$ cat config.mk
export PLATFORM = sky130hd
export DESIGN_NAME = pool_relu
export DESIGN_NICKNAME = d
export VERILOG_FILES = /design/src/rtl/pool_relu.sv
export SDC_FILE = /design/constraint.sdc
export NUM_CORES = 1
export LEC_CHECK = 0
export CAP_MARGIN = 0
export CORE_MARGIN = 2
export CORE_UTILIZATION = 50
export CTS_BUF_LIST = sky130_fd_sc_hd__clkbuf_16
export DETAILED_ROUTE_END_ITERATION = 10
export HOLD_SLACK_MARGIN = 0.1
export PLACE_DENSITY = 0.82
export SYNTH_ARGS = -nofsm -noshare
export SYNTH_HDL_FRONTEND = slang
export SYNTH_SLANG_ARGS = --single-unit
$ cat constraint.sdc
create_clock -name clk -period 4.5 [get_ports clk]
set_input_delay 0.45 -clock clk [delete_from_list [all_inputs] [get_ports clk]]
set_output_delay 0.45 -clock clk [all_outputs]
set_load 0.1 [all_outputs]
$ cat src/rtl/pool_relu.sv
// pool_relu: 2x2 stride-2 max-pooling stage behind the conv engine.
//
// An ICB master that walks a CHN x DIM x DIM signed int8 map at IN_ADDR and
// writes the CHN x DIM/2 x DIM/2 pooled map to OUT_ADDR. Each output word
// costs four reads (A,B = row 2r, words 2k/2k+1; C,D = row 2r+1, same words)
// followed by one write. Exactly one ICB transaction is outstanding at a time.
//
// Optional build macro: POOL_RELU_EN -- when defined, negative pooled bytes
// are written as 8'h00; otherwise the raw signed maximum is written.
//
// Ports:
//   clk                 clock
//   rst_n               synchronous reset, ACTIVE-HIGH despite the name
//   pool_icb_cmd_valid  command valid (high exactly in RCMD/WCMD)
//   pool_icb_cmd_ready  command ready from the fabric
//   pool_icb_cmd_addr   byte address
//   pool_icb_cmd_read   1 = read, 0 = write
//   pool_icb_cmd_wdata  pooled output word
//   pool_icb_cmd_wmask  byte mask, always 4'b1111
//   pool_icb_rsp_valid  response valid
//   pool_icb_rsp_ready  always 1
//   pool_icb_rsp_rdata  read data (ignored for write responses)
//   start               level input; a rising edge in IDLE launches a run
//   done                sticky completion flag, cleared by the next accepted start
module pool_relu #(
  parameter logic [31:0] IN_ADDR  = 32'h6000_0000,
  parameter logic [31:0] OUT_ADDR = 32'h7000_0000,
  parameter int          CHN      = 16,
  parameter int          DIM      = 32
) (
  input  logic        clk,
  input  logic        rst_n,
  output logic        pool_icb_cmd_valid,
  input  logic        pool_icb_cmd_ready,
  output logic [31:0] pool_icb_cmd_addr,
  output logic        pool_icb_cmd_read,
  output logic [31:0] pool_icb_cmd_wdata,
  output logic [3:0]  pool_icb_cmd_wmask,
  input  logic        pool_icb_rsp_valid,
  output logic        pool_icb_rsp_ready,
  input  logic [31:0] pool_icb_rsp_rdata,
  input  logic        start,
  output logic        done
);

  localparam int KN = DIM / 8;   // output words per pooled row
  localparam int RN = DIM / 2;   // pooled rows per channel
  localparam int KW = (KN > 1) ? $clog2(KN) : 1;
  localparam int RW = (RN > 1) ? $clog2(RN) : 1;
  localparam int CW = (CHN > 1) ? $clog2(CHN) : 1;

  typedef enum logic [2:0] {S_IDLE, S_RCMD, S_RRSP, S_WCMD, S_WRSP} state_e;

  state_e state_q, state_d;

  logic              start_q;
  logic              start_rise;
  logic              done_q;
  logic [1:0]        rd_q;      // which of A/B/C/D is in flight
  logic [KW-1:0]     k_q;
  logic [RW-1:0]     r_q;
  logic [CW-1:0]     ch_q;
  logic [3:0][7:0]   mx_q;      // running signed max, one per output byte

  logic              k_last, r_last, ch_last, last_word;
  logic [RW:0]       in_row;
  logic [KW:0]       in_word;
  logic [31:0]       in_idx, out_idx;
  logic signed [7:0] lo_max, hi_max;
  logic [31:0]       pool_word;

  function automatic logic signed [7:0] smax(input logic signed [7:0] a,
                                             input logic signed [7:0] b);
    return (a > b) ? a : b;
  endfunction

  // Final write mux; the compare path is the same with or without ReLU.
  function automatic logic [7:0] relu(input logic signed [7:0] v);
`ifdef POOL_RELU_EN
    return v[7] ? 8'h00 : v;
`else
    return v;
`endif
  endfunction

  assign start_rise = start & ~start_q;

  assign k_last    = (k_q  == KW'(KN - 1));
  assign r_last    = (r_q  == RW'(RN - 1));
  assign ch_last   = (ch_q == CW'(CHN - 1));
  assign last_word = k_last & r_last & ch_last;

  // rd_q[1] selects the second input row (C/D), rd_q[0] the odd word (B/D).
  assign in_row  = {r_q, rd_q[1]};
  assign in_word = {k_q, rd_q[0]};
  assign in_idx  = 32'(ch_q) * 32'(DIM * DIM / 4) + 32'(in_row) * 32'(DIM / 4)
                 + 32'(in_word);
  assign out_idx = 32'(ch_q) * 32'(DIM * DIM / 16) + 32'(r_q) * 32'(KN)
                 + 32'(k_q);

  // Each read word feeds two output bytes: bytes 0/1 pair up, bytes 2/3 pair up.
  assign lo_max = smax(pool_icb_rsp_rdata[7:0],   pool_icb_rsp_rdata[15:8]);
  assign hi_max = smax(pool_icb_rsp_rdata[23:16], pool_icb_rsp_rdata[31:24]);

  assign pool_word = {relu(mx_q[3]), relu(mx_q[2]), relu(mx_q[1]), relu(mx_q[0])};

  always_ff @(posedge clk) begin
    if (rst_n) state_q <= S_IDLE;
    else       state_q <= state_d;
  end

  always_comb begin
    state_d = state_q;
    unique case (state_q)
      S_IDLE: if (start_rise)         state_d = S_RCMD;
      S_RCMD: if (pool_icb_cmd_ready) state_d = S_RRSP;
      S_RRSP: if (pool_icb_rsp_valid) state_d = (rd_q == 2'd3) ? S_WCMD : S_RCMD;
      S_WCMD: if (pool_icb_cmd_ready) state_d = S_WRSP;
      S_WRSP: if (pool_icb_rsp_valid) state_d = last_word ? S_IDLE : S_RCMD;
      default:                        state_d = S_IDLE;
    endcase
  end

  // Outputs depend only on registered state, so they hold steady while stalled.
  always_comb begin
    pool_icb_cmd_valid = 1'b0;
    pool_icb_cmd_read  = 1'b0;
    pool_icb_cmd_addr  = 32'h0;
    pool_icb_cmd_wdata = 32'h0;
    unique case (state_q)
      S_RCMD: begin
        pool_icb_cmd_valid = 1'b1;
        pool_icb_cmd_read  = 1'b1;
        pool_icb_cmd_addr  = IN_ADDR + (in_idx << 2);
      end
      S_WCMD: begin
        pool_icb_cmd_valid = 1'b1;
        pool_icb_cmd_addr  = OUT_ADDR + (out_idx << 2);
        pool_icb_cmd_wdata = pool_word;
      end
      default: ;
    endcase
  end

  assign pool_icb_cmd_wmask = 4'b1111;
  assign pool_icb_rsp_ready = 1'b1;
  assign done               = done_q;

  always_ff @(posedge clk) begin
    if (rst_n) begin
      start_q <= 1'b0;
      done_q  <= 1'b0;
      rd_q    <= 2'd0;
      k_q     <= '0;
      r_q     <= '0;
      ch_q    <= '0;
      mx_q    <= '0;
    end else begin
      start_q <= start;
      unique case (state_q)
        S_IDLE: begin
          if (start_rise) begin
            done_q <= 1'b0;
            rd_q   <= 2'd0;
            k_q    <= '0;
            r_q    <= '0;
            ch_q   <= '0;
          end
        end
        S_RRSP: begin
          if (pool_icb_rsp_valid) begin
            rd_q <= rd_q + 2'd1;
            unique case (rd_q)
              2'd0: begin mx_q[0] <= lo_max; mx_q[1] <= hi_max; end
              2'd1: begin mx_q[2] <= lo_max; mx_q[3] <= hi_max; end
              2'd2: begin
                mx_q[0] <= smax(mx_q[0], lo_max);
                mx_q[1] <= smax(mx_q[1], hi_max);
              end
              default: begin
                mx_q[2] <= smax(mx_q[2], lo_max);
                mx_q[3] <= smax(mx_q[3], hi_max);
              end
            endcase
          end
        end
        S_WRSP: begin
          if (pool_icb_rsp_valid) begin
            if (last_word) begin
              done_q <= 1'b1;
            end else if (k_last) begin
              k_q <= '0;
              if (r_last) begin
                r_q  <= '0;
                ch_q <= ch_q + 1'b1;
              end else begin
                r_q <= r_q + 1'b1;
              end
            end else begin
              k_q <= k_q + 1'b1;
            end
          end
        end
        default: ;
      endcase
    end
  end

endmodule

==> out/results.ini, run 1 <==
[synth]
yosys_warnings=0
synth_top_area_share_pct=23.7
yosysSeqAreaShare_pct=23.7
async_reset_ff_share_pct=0
avgSynthCellArea_um2=7.94
ys.flop_type=dfxtp_1
netlist_area_mm2=0.00414
synth_edf_count=0
ys_ff_latch=49
synth.distinct_cells=58
synth_largest_area_cell=dfxtp_1
synthCells=521
synth.area.top_cells=dfxtp_1, ha_1, mux2i_1

[routing]
via_per_inst=5.44
drt-total-wl_um=10100
drt_iter0_drc=178
dr.pass1.iters=5
num_vias=3886
ant_nets=0
wl_per_cell_um=14.1
drc=0

[clocking]
clockRootBuffer=clkbuf_16
cts_buffer_depth=2
h-tree-depth=2
cts_made_buffers=5
clock_latency_ps=290
cts_setup_buffers=0
clock-sinks=49
cts_tree=yes
clkTransAtPathRegs_ps=70

[cells_and_area]
final_cells=714
diodes=0
drive_gt1_share_pct=10.8
fin_nets=692
areaGrowthSynthToFinish_pct=25.8

[timing]
max_slew.worst_pin.slew_ps=997
rsz0062_at_grt=false
slew_viol_final=0
fin_skew_ps=9.28
maxSlewHeadroom_pct=33.3
holdWs_ps=468
finalSetupViolations=0
fin_tns_setup_ps=0
max_freq_ghz=0.238
report.final.hold_viol_count=0
fin_crit_ps=4190
post-route-period-util_pct=93.2

[flow_run]
maxCapViolations=0

[place]
hpwl_um=7900
gp_congestion=0.857
dp_cells=706
portBuffers=86

[critical_path]
cp_common_cell=a21o_1
max_stage_delay_ps=490
cp_max_fo=6
critPathTopFamily=compound AO/OA/AOI/OAI gates
worstPathCellList=clkdlybuf4s50_1, inv_1, ha_1, nand4_1, o32ai_2, a31o_4, mux2i_1, ha_1, a21o_1, a2111oi_2, o21ai_0, nand3_1, o32ai_1, a21o_1, a21o_1, a221oi_1
path_buf_inv=2
endpoint_kind=flip-flop
path_class=input pin to flip-flop
cp_slowest_cell=clkdlybuf4s50_1
cp.arrival_ps=4380
crit_required_ps=4690
worst-r2r-setup-slack_ps=1950
setup.worst_path.start_class=input pin

[pwr]
p_total_uw=1710
ir_worst_vdd_v=0.000151
power.leakage_uw=0.00234
powerDensity_mw_per_mm2=328

[status]
run_status=completed

[global_routing]
grt_max_degree=41
antenna_found_initial=0
grt_usage_pct=23.2
overflow=0
grt_pass1_vias=3647
grt_pass1_wl_um=16700

[floorplanning]
fp.dieH_um=95.0
die_area_mm2=0.00902
ioPinCount=109
start_util_pct=50.9
rows=33
core_area_mm2=0.00813
die_width_um=95.0

[hold_path]
hold_class=flip-flop to flip-flop

[layout make-up]
type                            count  area (um^2)
Fill cell                         665         2930
Sequential cell                    49          981
Tap cell                          105          131
Timing Repair Buffer              102          936
Clock inverter                      3         41.3
Multi-Input combinational cell    393         2780
Inverter                           57          214
Clock buffer                        5          125
[report_power, final]
| part | switching (uW) | internal, uW |
|---|---|---|
| clock network | 164 | 260 |
| logic | 546 | 246 |
| registers | 28.6 | 463 |
| total | 739 | 969 |
[cell usage in the layout (no fill, tap or decap), drive strengths merged, types with 6 or more instances in the layout]
master	instances
a31o	7
nand2b	6
mux2i	41
buf	34
o21ai	9
conb	22
a221oi	6
and3	6
inv	56
xnor2	7
a21o	7
or2	8
nand3	10
ha	47
clkdlybuf4s50	68
a21oi	30
nor3	28
and2	23
nand4	9
nor2	37
dfxtp	49
nand2	37
[worst register-to-register path, cell delays in order (launching register included)]
cell	delay (ps)
dfxtp_1	420
inv_1	120
ha_1	300
nor3_1	650
nand3_1	150
a21oi_1	140
a32oi_1	120
buf_4	220
a31o_2	250
a21oi_1	130
[cells by family (layout without fill, tap and decap cells)]
| logic type | after synthesis | after routing | synth area share [%] |
|---|---|---|---|
| and+or+nand+nor | 178 | 178 | 21.7 |
| buffers and inverters | 99 | 167 | 11.3 |
| DFF | 49 | 49 | 23.7 |
| adders and majority gates | 48 | 48 | 14.5 |
| other | 2 | 22 | 0.182 |
| AOI/OAI and AO/OA | 91 | 91 | 15.6 |
| xor gates and xnor gates | 12 | 12 | 2.54 |
| muxes | 42 | 42 | 10.5 |
[metrics by stage]
stage | setup WS (ps) | instance area (um^2) | util [%]
final | 307 | 5200 | 64.0
after global routing | 22.4 | 5200 | 64.0
after CTS | 121 | 5190 | 63.8
after detailed placement | -154 | 5020 | 61.8
after global placement | 94.8 | 5020 | 61.8
after floorplan | 529 | 4210 | -
[state kept, by name, indices dropped and copies added (netlist names)]
name	count
mx_q	32
ch_q	4
r_q	4
state_q	3
k_q	2
rd_q	2
done	1
start_q	1
[worst paths after layout]
path                                        startpoint        to  cells past startpoint
worst max-delay path            pool_icb_rsp_rdata[31]  mx_q[11]                     16
worst min register to register                mx_q[16]  mx_q[16]                      2
worst max register to register                 rd_q[0]  mx_q[31]                      9
worst min-delay path                          mx_q[16]  mx_q[16]                      2
[routing by layer]
layer | GRT usage [%] | vias to the layer above | part of all wire, %
li1 | - | 1955 | -
met1 | 27.8 | 1807 | 44
met2 | 42.4 | 111 | 51
met3 | 3.43 | 13 | 4.4
met4 | 7.13 | 0 | 1.2
met5 | 0 | - | 0
[cells in the mapped netlist (3+ instances only)]
| library cell | instances |
|---|---|
| a21o_1 | 7 |
| a21oi_1 | 29 |
| a221oi_1 | 6 |
| a22oi_1 | 3 |
| a31o_2 | 6 |
| and2_1 | 23 |
| and3_1 | 6 |
| buf_1 | 4 |
| buf_2 | 3 |
| buf_4 | 25 |
| clkbuf_1 | 10 |
| dfxtp_1 | 49 |
| ha_1 | 47 |
| inv_1 | 56 |
| mux2i_1 | 38 |
| mux2i_2 | 3 |
| nand2_1 | 37 |
| nand2b_1 | 6 |
| nand3_1 | 10 |
| nand4_1 | 9 |
| nor2_1 | 37 |
| nor2b_1 | 5 |
| nor3_1 | 28 |
| nor3b_1 | 3 |
| o211ai_1 | 3 |
| o21ai_0 | 9 |
| or2_2 | 8 |
| xnor2_1 | 7 |
| xor2_1 | 5 |
[what timing repair did]
item / in CTS / in global routing
resized for setup: 0 / 3
hold buffers: 0 / 0
setup endpoints to repair: 0 / 8
(Power assumes the default switching activity.)
==> run 2: changes to the inputs <==
--- a/config.mk
+++ b/config.mk
@@ -10,7 +10,7 @@
 export CORE_UTILIZATION = 50
 export CTS_BUF_LIST = sky130_fd_sc_hd__clkbuf_16
 export DETAILED_ROUTE_END_ITERATION = 10
-export HOLD_SLACK_MARGIN = 0.1
+export HOLD_SLACK_MARGIN = 0.02
 export PLACE_DENSITY = 0.82
 export SYNTH_ARGS = -nofsm -noshare
 export SYNTH_HDL_FRONTEND = slang
==> results of run 2 <==
No change in the layout: final DEF, timing and power equal those of run 1.
